**src/rtl/led_seq_pkg.sv**
```systemverilog
// rtl/led_seq_pkg.sv - mode codes and legality check for the LED run sequencer
// Macro LED_SEQ_BOUNCE_EN makes code 100 (BOUNCE) legal.
package led_seq_pkg;

    localparam int MODE_W = 3;

    localparam logic [MODE_W-1:0] MODE_OFF    = 3'd0;
    localparam logic [MODE_W-1:0] MODE_FLASH  = 3'd1;
    localparam logic [MODE_W-1:0] MODE_RUN_L  = 3'd2;
    localparam logic [MODE_W-1:0] MODE_RUN_R  = 3'd3;
    localparam logic [MODE_W-1:0] MODE_BOUNCE = 3'd4;

    function automatic logic is_legal_mode(input logic [MODE_W-1:0] code);
`ifdef LED_SEQ_BOUNCE_EN
        return code <= MODE_BOUNCE;
`else
        return code <= MODE_RUN_R;
`endif
    endfunction

endpackage

```
**src/rtl/led_tick_gen.sv**
```systemverilog
// rtl/led_tick_gen.sv - shared prescaler producing a registered one-cycle tick every TICK_CYCLES clocks
module led_tick_gen #(
    parameter int TICK_CYCLES = 2_500_000,
    parameter int CNT_W       = 22
) (
    input  logic clk,
    input  logic rst,
    output logic tick
);

    localparam logic [CNT_W-1:0] LAST = CNT_W'(TICK_CYCLES - 1);

    logic [CNT_W-1:0] cnt;

    always_ff @(posedge clk) begin
        if (rst) begin
            cnt  <= '0;
            tick <= 1'b0;
        end else begin
            tick <= (cnt == LAST);
            cnt  <= (cnt == LAST) ? '0 : cnt + 1'b1;
        end
    end

endmodule

```
**src/rtl/led_run_sequencer.sv**
```systemverilog
// rtl/led_run_sequencer.sv - LED bank mode scheduler; mode changes land on tick boundaries
// Macro LED_SEQ_BOUNCE_EN adds the BOUNCE mode and its direction register.
module led_run_sequencer
    import led_seq_pkg::*;
#(
    parameter int NUM_LEDS    = 4,
    parameter int TICK_CYCLES = 2_500_000,
    parameter int CNT_W       = 22
) (
    input  logic                CLK,
    input  logic                RST,
    input  logic                MODE_REQ,
    input  logic [MODE_W-1:0]   MODE_SEL,
    output logic                MODE_ACK,
    output logic [MODE_W-1:0]   MODE_CUR,
    output logic                TICK,
    output logic [NUM_LEDS-1:0] LED_OUT
);

    localparam logic [NUM_LEDS-1:0] LSB_ONE = NUM_LEDS'(1);
    localparam logic [NUM_LEDS-1:0] MSB_ONE = LSB_ONE << (NUM_LEDS - 1);

    logic                pending, pending_n;
    logic [MODE_W-1:0]   pend_mode, pend_mode_n;
    logic [MODE_W-1:0]   mode_n;
    logic [NUM_LEDS-1:0] led_n;
    logic                ack_n;
    logic                req_ok, apply;
`ifdef LED_SEQ_BOUNCE_EN
    logic                dir_left, dir_left_n;
`endif

    led_tick_gen #(
        .TICK_CYCLES(TICK_CYCLES),
        .CNT_W      (CNT_W)
    ) u_tick (
        .clk (CLK),
        .rst (RST),
        .tick(TICK)
    );

    always_comb begin
        req_ok      = MODE_REQ && is_legal_mode(MODE_SEL);
        apply       = TICK && pending;
        pending_n   = pending;
        pend_mode_n = pend_mode;
        mode_n      = MODE_CUR;
        led_n       = LED_OUT;
        ack_n       = apply;
`ifdef LED_SEQ_BOUNCE_EN
        dir_left_n  = dir_left;
`endif
        if (apply) begin
            mode_n    = pend_mode;
            pending_n = 1'b0;
            case (pend_mode)
                MODE_FLASH: led_n = '1;
                MODE_RUN_L: led_n = LSB_ONE;
                MODE_RUN_R: led_n = MSB_ONE;
`ifdef LED_SEQ_BOUNCE_EN
                MODE_BOUNCE: begin
                    led_n      = LSB_ONE;
                    dir_left_n = 1'b1;
                end
`endif
                default:    led_n = '0;
            endcase
        end else if (TICK) begin
            case (MODE_CUR)
                MODE_FLASH: led_n = ~LED_OUT;
                MODE_RUN_L: led_n = {LED_OUT[NUM_LEDS-2:0], LED_OUT[NUM_LEDS-1]};
                MODE_RUN_R: led_n = {LED_OUT[0], LED_OUT[NUM_LEDS-1:1]};
`ifdef LED_SEQ_BOUNCE_EN
                // Flip as the end LED is reached so each end shows for exactly one tick.
                MODE_BOUNCE: begin
                    if (dir_left) begin
                        led_n = LED_OUT << 1;
                        if (LED_OUT[NUM_LEDS-2]) dir_left_n = 1'b0;
                    end else begin
                        led_n = LED_OUT >> 1;
                        if (LED_OUT[1]) dir_left_n = 1'b1;
                    end
                end
`endif
                default:    led_n = '0;
            endcase
        end
        // A request in the apply cycle becomes the next pending request.
        if (req_ok) begin
            pending_n   = 1'b1;
            pend_mode_n = MODE_SEL;
        end
    end

    always_ff @(posedge CLK) begin
        if (RST) begin
            pending   <= 1'b0;
            pend_mode <= MODE_OFF;
            MODE_CUR  <= MODE_OFF;
            LED_OUT   <= '0;
            MODE_ACK  <= 1'b0;
`ifdef LED_SEQ_BOUNCE_EN
            dir_left  <= 1'b1;
`endif
        end else begin
            pending   <= pending_n;
            pend_mode <= pend_mode_n;
            MODE_CUR  <= mode_n;
            LED_OUT   <= led_n;
            MODE_ACK  <= ack_n;
`ifdef LED_SEQ_BOUNCE_EN
            dir_left  <= dir_left_n;
`endif
        end
    end

endmodule
```
**config.mk**
```make
export PLATFORM = sky130hd
export DESIGN_NAME = led_run_sequencer
export DESIGN_NICKNAME = d
export VERILOG_FILES = /design/src/rtl/led_seq_pkg.sv /design/src/rtl/led_tick_gen.sv /design/src/rtl/led_run_sequencer.sv
export SDC_FILE = /design/constraint.sdc
export NUM_CORES = 1
export LEC_CHECK = 0
export ABC_AREA = 1
export CORE_ASPECT_RATIO = 0.6
export CORE_MARGIN = 4
export CORE_UTILIZATION = 40
export CTS_CLUSTER_SIZE = 8
export DETAILED_ROUTE_END_ITERATION = 7
export GPL_TIMING_DRIVEN = 0
export PLACE_DENSITY = 0.62
export SLEW_MARGIN = 25
export SYNTH_ARGS = -nofsm -noshare
export SYNTH_HDL_FRONTEND = slang
export SYNTH_SLANG_ARGS = --single-unit
```
**constraint.sdc**
```tcl
create_clock -name CLK -period 1.85 [get_ports CLK]
set_input_delay 0.37 -clock CLK [delete_from_list [all_inputs] [get_ports CLK]]
set_output_delay 0.37 -clock CLK [all_outputs]
set_load 0.05 [all_outputs]
```
==> run metrics, run 1 <==
Root Buffer clkbuf_8; Worst slew margin 67.1%; CP Launch Type flip-flop; Mapped Avg Cell Area 7.11 sq um; layout net count 279; vias in the first global route 1306; Synth Register Bits 35; Synth top cells by count 56 x nand2_1, 41 x nor2_1, 35 x dfxtp_1; setup TNS 0 ns; Post-Syn Area 1780 sq um; diode count 0; crit path kind reg -> out; largest area contributor in the netlist dfxtp_1; drt first pass iters 4; unrepaired setup endpoints after global routing false; DRC 0; setup bufs post-CTS 0; DIE AREA 5630 sq um; initial drt markers 129; P_leak 0.697 nW; Synth area leaders dfxtp_1 39%, nand2_1 12%, nor2_1 8.6%; crit path time final 1.75 ns; status completed; share of cells above drive strength 1 12.9%; routed wire length 3960 um; multi-input logic area 960 sq um; Slowest-stage cell, CP clkdlybuf4s50_1; synthesis-to-finish area growth 16.4%; CP Buf/Inv Count 1; post-route insts no fill 332; sequential element share of the synthesized area 39.3%; Initial Util 42.4%; Reg area 701 sq um; I/O pins 15; Post-Syn Nets 258; Num CTS Buffers 5; final setup fails 0; Clock transition at path regs 0.07 ns; largest net degree at the start of global routing 11; Die W 94.2 um; post-synth top area share 39.3%; total grt overflow 0; worst skew pair latency 0.29 ns; # fillers 434; GP Congestion 0.862; top-count cell post-synth nand2_1; EDFF count, synth 0; Final Hold Viols 0; max_cap viols 0; crit-path leading delay family buffers and inverters; leading register cell type out of synthesis dfxtp_1; Pins Over Slew Limit 0; Rows 18; wire length per cell 11.9 um; crit path DAT 1.38 ns; Critical Path Max Stage Delay 0.79 ns; Mapped Cells 251; power per cell area 667 nW/um^2; Final Cycle Share 94.6%; Routed Antenna Nets 0; measured slew at the worst slew-check pin 0.492 ns; I/O Buffers 14; # placed instances 325; Worst VDD drop 0.000386 V; count of warnings emitted by yosys 0; clk sink count 35; All-Layer GR Usage 15.5%; Layout Skew 0.00442 ns; Yosys cell types 24; first-pass GRT wire length 6580 um; CTS tree done; max frequency 572 MHz; Die Span Y 59.7 um; initial antenna violation count 0; via count 1588; Worst setup EP type output port; asr flop ratio synth 0%; core area 4210 sq um; via/cell ratio 4.78; clock buffer depth 2; crit-path max FO 1; htree depth 2; min-delay worst type reg -> reg; CP required 1.48 ns; hpwl dp 3080 um; sequence of cells on the critical path clkdlybuf4s50_1
kinds of logic (layout without fill, tap and decap cells):
| family | count (synthesis) | after routing | share of synthesized area (%) |
|---|---|---|---|
| buffers and inverters | 29 | 50 | 6.94 |
| and+or+nand+nor | 146 | 146 | 38.9 |
| xor gates and xnor gates | 12 | 12 | 5.89 |
| DFF | 35 | 35 | 39.3 |
| AOI/OAI and AO/OA | 28 | 28 | 8.35 |
| adders and majority gates | 1 | 1 | 0.701 |
flip-flops by register name, summed over array words and instances (netlist names):
name and flops:
u_tick.cnt 22, MODE_CUR 3, pend_mode 3, u_tick.tick 1
pending 1, MODE_ACK 1, LED_OUT 4
through the flow:
| step | worst slack, ns | hold WS [ns] | instance area [sq um] | total power [W] | utilization (%) |
|---|---|---|---|---|---|
| after floorplan | 0.388 | 0.429 | 1780 | 0.000820 | - |
| after global placement | 0.0601 | 0.443 | 2000 | 0.000843 | 47.5 |
| after detailed placement | 0.102 | 0.451 | 2000 | 0.000843 | 47.5 |
| after CTS | 0.0828 | 0.461 | 2080 | 0.00140 | 49.3 |
| after global routing | 0.0626 | 0.504 | 2080 | 0.00144 | 49.3 |
| final | 0.100 | 0.462 | 2080 | 0.00138 | 49.3 |
power breakdown:
group / internal (W) / switching [W] / total [W]
registers: 0.000763 / 0.0000106 / 0.000774
logic: 0.0000238 / 0.0000279 / 0.0000517
clock network: 0.000292 / 0.000267 / 0.000559
total: 0.00108 / 0.000306 / 0.00138
repair_timing:
item	CTS	global route
hold buffers	0	0
resized for setup	8	0
setup endpoints to repair	8	0
path summary, 6_finish.rpt:
check | from | to | slack, ns | depth (start not counted)
hold reg to reg | u_tick.cnt[0] | u_tick.cnt[0] | 0.46 | 1
setup reg to reg | u_tick.cnt[0] | u_tick.cnt[15] | 0.28 | 7
hold / removal | u_tick.cnt[0] | u_tick.cnt[0] | 0.46 | 1
setup / recovery | MODE_ACK | MODE_ACK | 0.10 | 1
cell type report:
type | instances | area share [%]
repair buffers | 14 | 6.27
multi-input cells | 187 | 46.2
clock inverters | 1 | 0.241
inverters | 27 | 4.88
flip-flops and latches | 35 | 33.7
plain buffers | 2 | 1.08
well taps | 60 | 3.61
clock buffers | 6 | 3.98
cell usage in the layout, fill, tap and decap left out:
cell,netlist,layout
nor3_1,3,3
ha_1,1,1
or2_2,1,1
nor2_4,5,5
o21ai_0,8,8
nor2_1,41,41
a31oi_1,2,2
or2_0,1,1
a21oi_1,16,16
nand2_1,56,56
clkbuf_8,0,6
nor2_2,6,6
buf_6,2,2
nand2_2,8,8
clkinv_2,0,1
xor2_1,9,9
dlygate4sd2_1,0,8
inv_1,25,25
nand3_1,14,14
nand3_4,1,1
clkdlybuf4s50_1,0,6
nand4_1,8,8
dfxtp_1,35,35
a211oi_1,1,1
inv_2,2,2
xnor2_1,3,3
a21oi_2,1,1
nand3_2,2,2
per-layer routing:
metal	track usage [%]	part of all wire, %
met1	26.0	59
met2	16.8	32
met3	5.03	7.1
met4	5.56	1.4
met5	0	0
No activity file was read; power rests on OpenSTA's default activity.
==> run 2: changes to the inputs <==
--- a/config.mk
+++ b/config.mk
@@ -6,13 +6,15 @@
 export NUM_CORES = 1
 export LEC_CHECK = 0
 export ABC_AREA = 1
+export CELL_PAD_IN_SITES_DETAIL_PLACEMENT = 1
+export CELL_PAD_IN_SITES_GLOBAL_PLACEMENT = 1
 export CORE_ASPECT_RATIO = 0.6
 export CORE_MARGIN = 4
 export CORE_UTILIZATION = 40
 export CTS_CLUSTER_SIZE = 8
 export DETAILED_ROUTE_END_ITERATION = 7
 export GPL_TIMING_DRIVEN = 0
-export PLACE_DENSITY = 0.62
+export PLACE_DENSITY = 0.79
 export SLEW_MARGIN = 25
 export SYNTH_ARGS = -nofsm -noshare
 export SYNTH_HDL_FRONTEND = slang
==> run metrics, run 2 (same netlist as run 1, synthesis figures left out) <==
Critical Path Max Stage Delay 0.79 ns; htree depth 2; CP Launch Type flip-flop; worst hold slack 0.471 ns; Worst setup EP type output port; worst skew pair latency 0.29 ns; Hold Buf Count CTS 0; biggest registers after layout u_tick.cnt: 22 flops, LED_OUT: 4 flops; wire length per cell 14.4 um; crit path DAT 1.39 ns; Reg with most FFs u_tick.cnt; initial antenna violation count 0; Root Buffer clkbuf_8; max frequency 568 MHz; Worst path depth 1; crit-path leading delay family buffers and inverters; leading cell type in the layout, fill and taps excluded nand2_1; clk sink count 35; crit path kind reg -> out; DRC 0; worst reg2reg path depth 7; vias in the first global route 1551; I/O pins 15; max reg flops 22; Die Span Y 59.7 um; min-delay worst type reg -> reg; commonest non-fill, non-tap cells in the layout 56 x nand2_1, 41 x nor2_1, 35 x dfxtp_1; total grt overflow 0; Final Hold Viols 0; DIE AREA 5630 sq um; crit-path max FO 1; largest net degree at the start of global routing 11; crit path time final 1.76 ns; sequence of cells on the critical path clkdlybuf4s50_1; hpwl dp 3870 um; hold path cells 1; P_leak 0.697 nW; share of cells above drive strength 1 12.9%; initial drt markers 99; Clock transition at path regs 0.07 ns; unrepaired setup endpoints after global routing false; GP Congestion 0.834; clock buffer depth 2; synthesis-to-finish area growth 16.4%; Final Cycle Share 95.1%; via/cell ratio 4.96; status completed; setup bufs post-CTS 0; drt first pass iters 4; routed wire length 4790 um; I/O Buffers 14; Layout Skew 0.00758 ns; final setup fails 0; diode count 0; Worst slew margin 66.9%; max_cap viols 0; Die W 94.2 um; power per cell area 676 nW/um^2; Worst VDD drop 0.000503 V; CTS tree done; Pins Over Slew Limit 0; measured slew at the worst slew-check pin 0.495 ns; Num CTS Buffers 5; layout net count 279; Routed Antenna Nets 0; CP Buf/Inv Count 1; via count 1647; first-pass GRT wire length 7940 um; core area 4210 sq um; Rows 18; Slowest-stage cell, CP clkdlybuf4s50_1; CP required 1.48 ns; Initial Util 42.4%; setup TNS 0 ns; All-Layer GR Usage 18.8%
-- run 2: cell counts in the layout (fill, tap and decap cells not counted) --
No cell type changed its count.
-- run 2: where the power goes --
| group | leakage (nW) | internal, W | switching [W] |
|---|---|---|---|
| clock network | 0.0470 | 0.000292 | 0.000284 |
| logic | 0.367 | 0.0000239 | 0.0000292 |
| registers | 0.283 | 0.000763 | 0.0000116 |
-- run 2: path summary, 6_finish.rpt --
kind                 startpoint       endpoint  slack (ns)
setup / recovery       MODE_ACK       MODE_ACK        0.09
hold / removal    u_tick.cnt[0]  u_tick.cnt[0]        0.47
setup reg to reg  u_tick.cnt[0]  u_tick.cnt[6]        0.27
hold reg to reg   u_tick.cnt[0]  u_tick.cnt[0]        0.47
-- run 2: routing by layer --
layer / share of wire (%) / global-route usage [%]
met5: 0 / 0
met4: 0.65 / 4.94
met3: 3.9 / 4.15
met2: 40 / 25.9
met1: 56 / 29.2
-- run 2: repair_timing --
item                                   4_1_cts  5_1_grt
setup endpoints to repair                    8        0
endpoints found under the hold margin        0        0
gates resized for setup                      8        0
-- run 2: final cells by class --
class                      instances  area [sq um]
sequential                        35           701
clock inverter                     1          5.00
multi-input combinational        187           960
inverter                          27           101
buffer                             2          22.5
fill                             546          2130
clock buffer                       6          82.6
tap                               60          75.1
timing repair buffer              14           130
-- run 2: metrics by stage --
stage | cell area (sq um) | util (%) | std cells | power (W) | setup WS (ns)
global route | 2080 | 49.3 | 332 | 0.00146 | 0.0472
finish | 2080 | 49.3 | 332 | 0.00140 | 0.0907
global placement | 2000 | 47.5 | 325 | 0.000843 | 0.114
detailed placement | 2000 | 47.5 | 325 | 0.000846 | 0.105
CTS | 2080 | 49.3 | 332 | 0.00142 | 0.0774
floorplan | 1780 | - | 251 | 0.000820 | 0.388
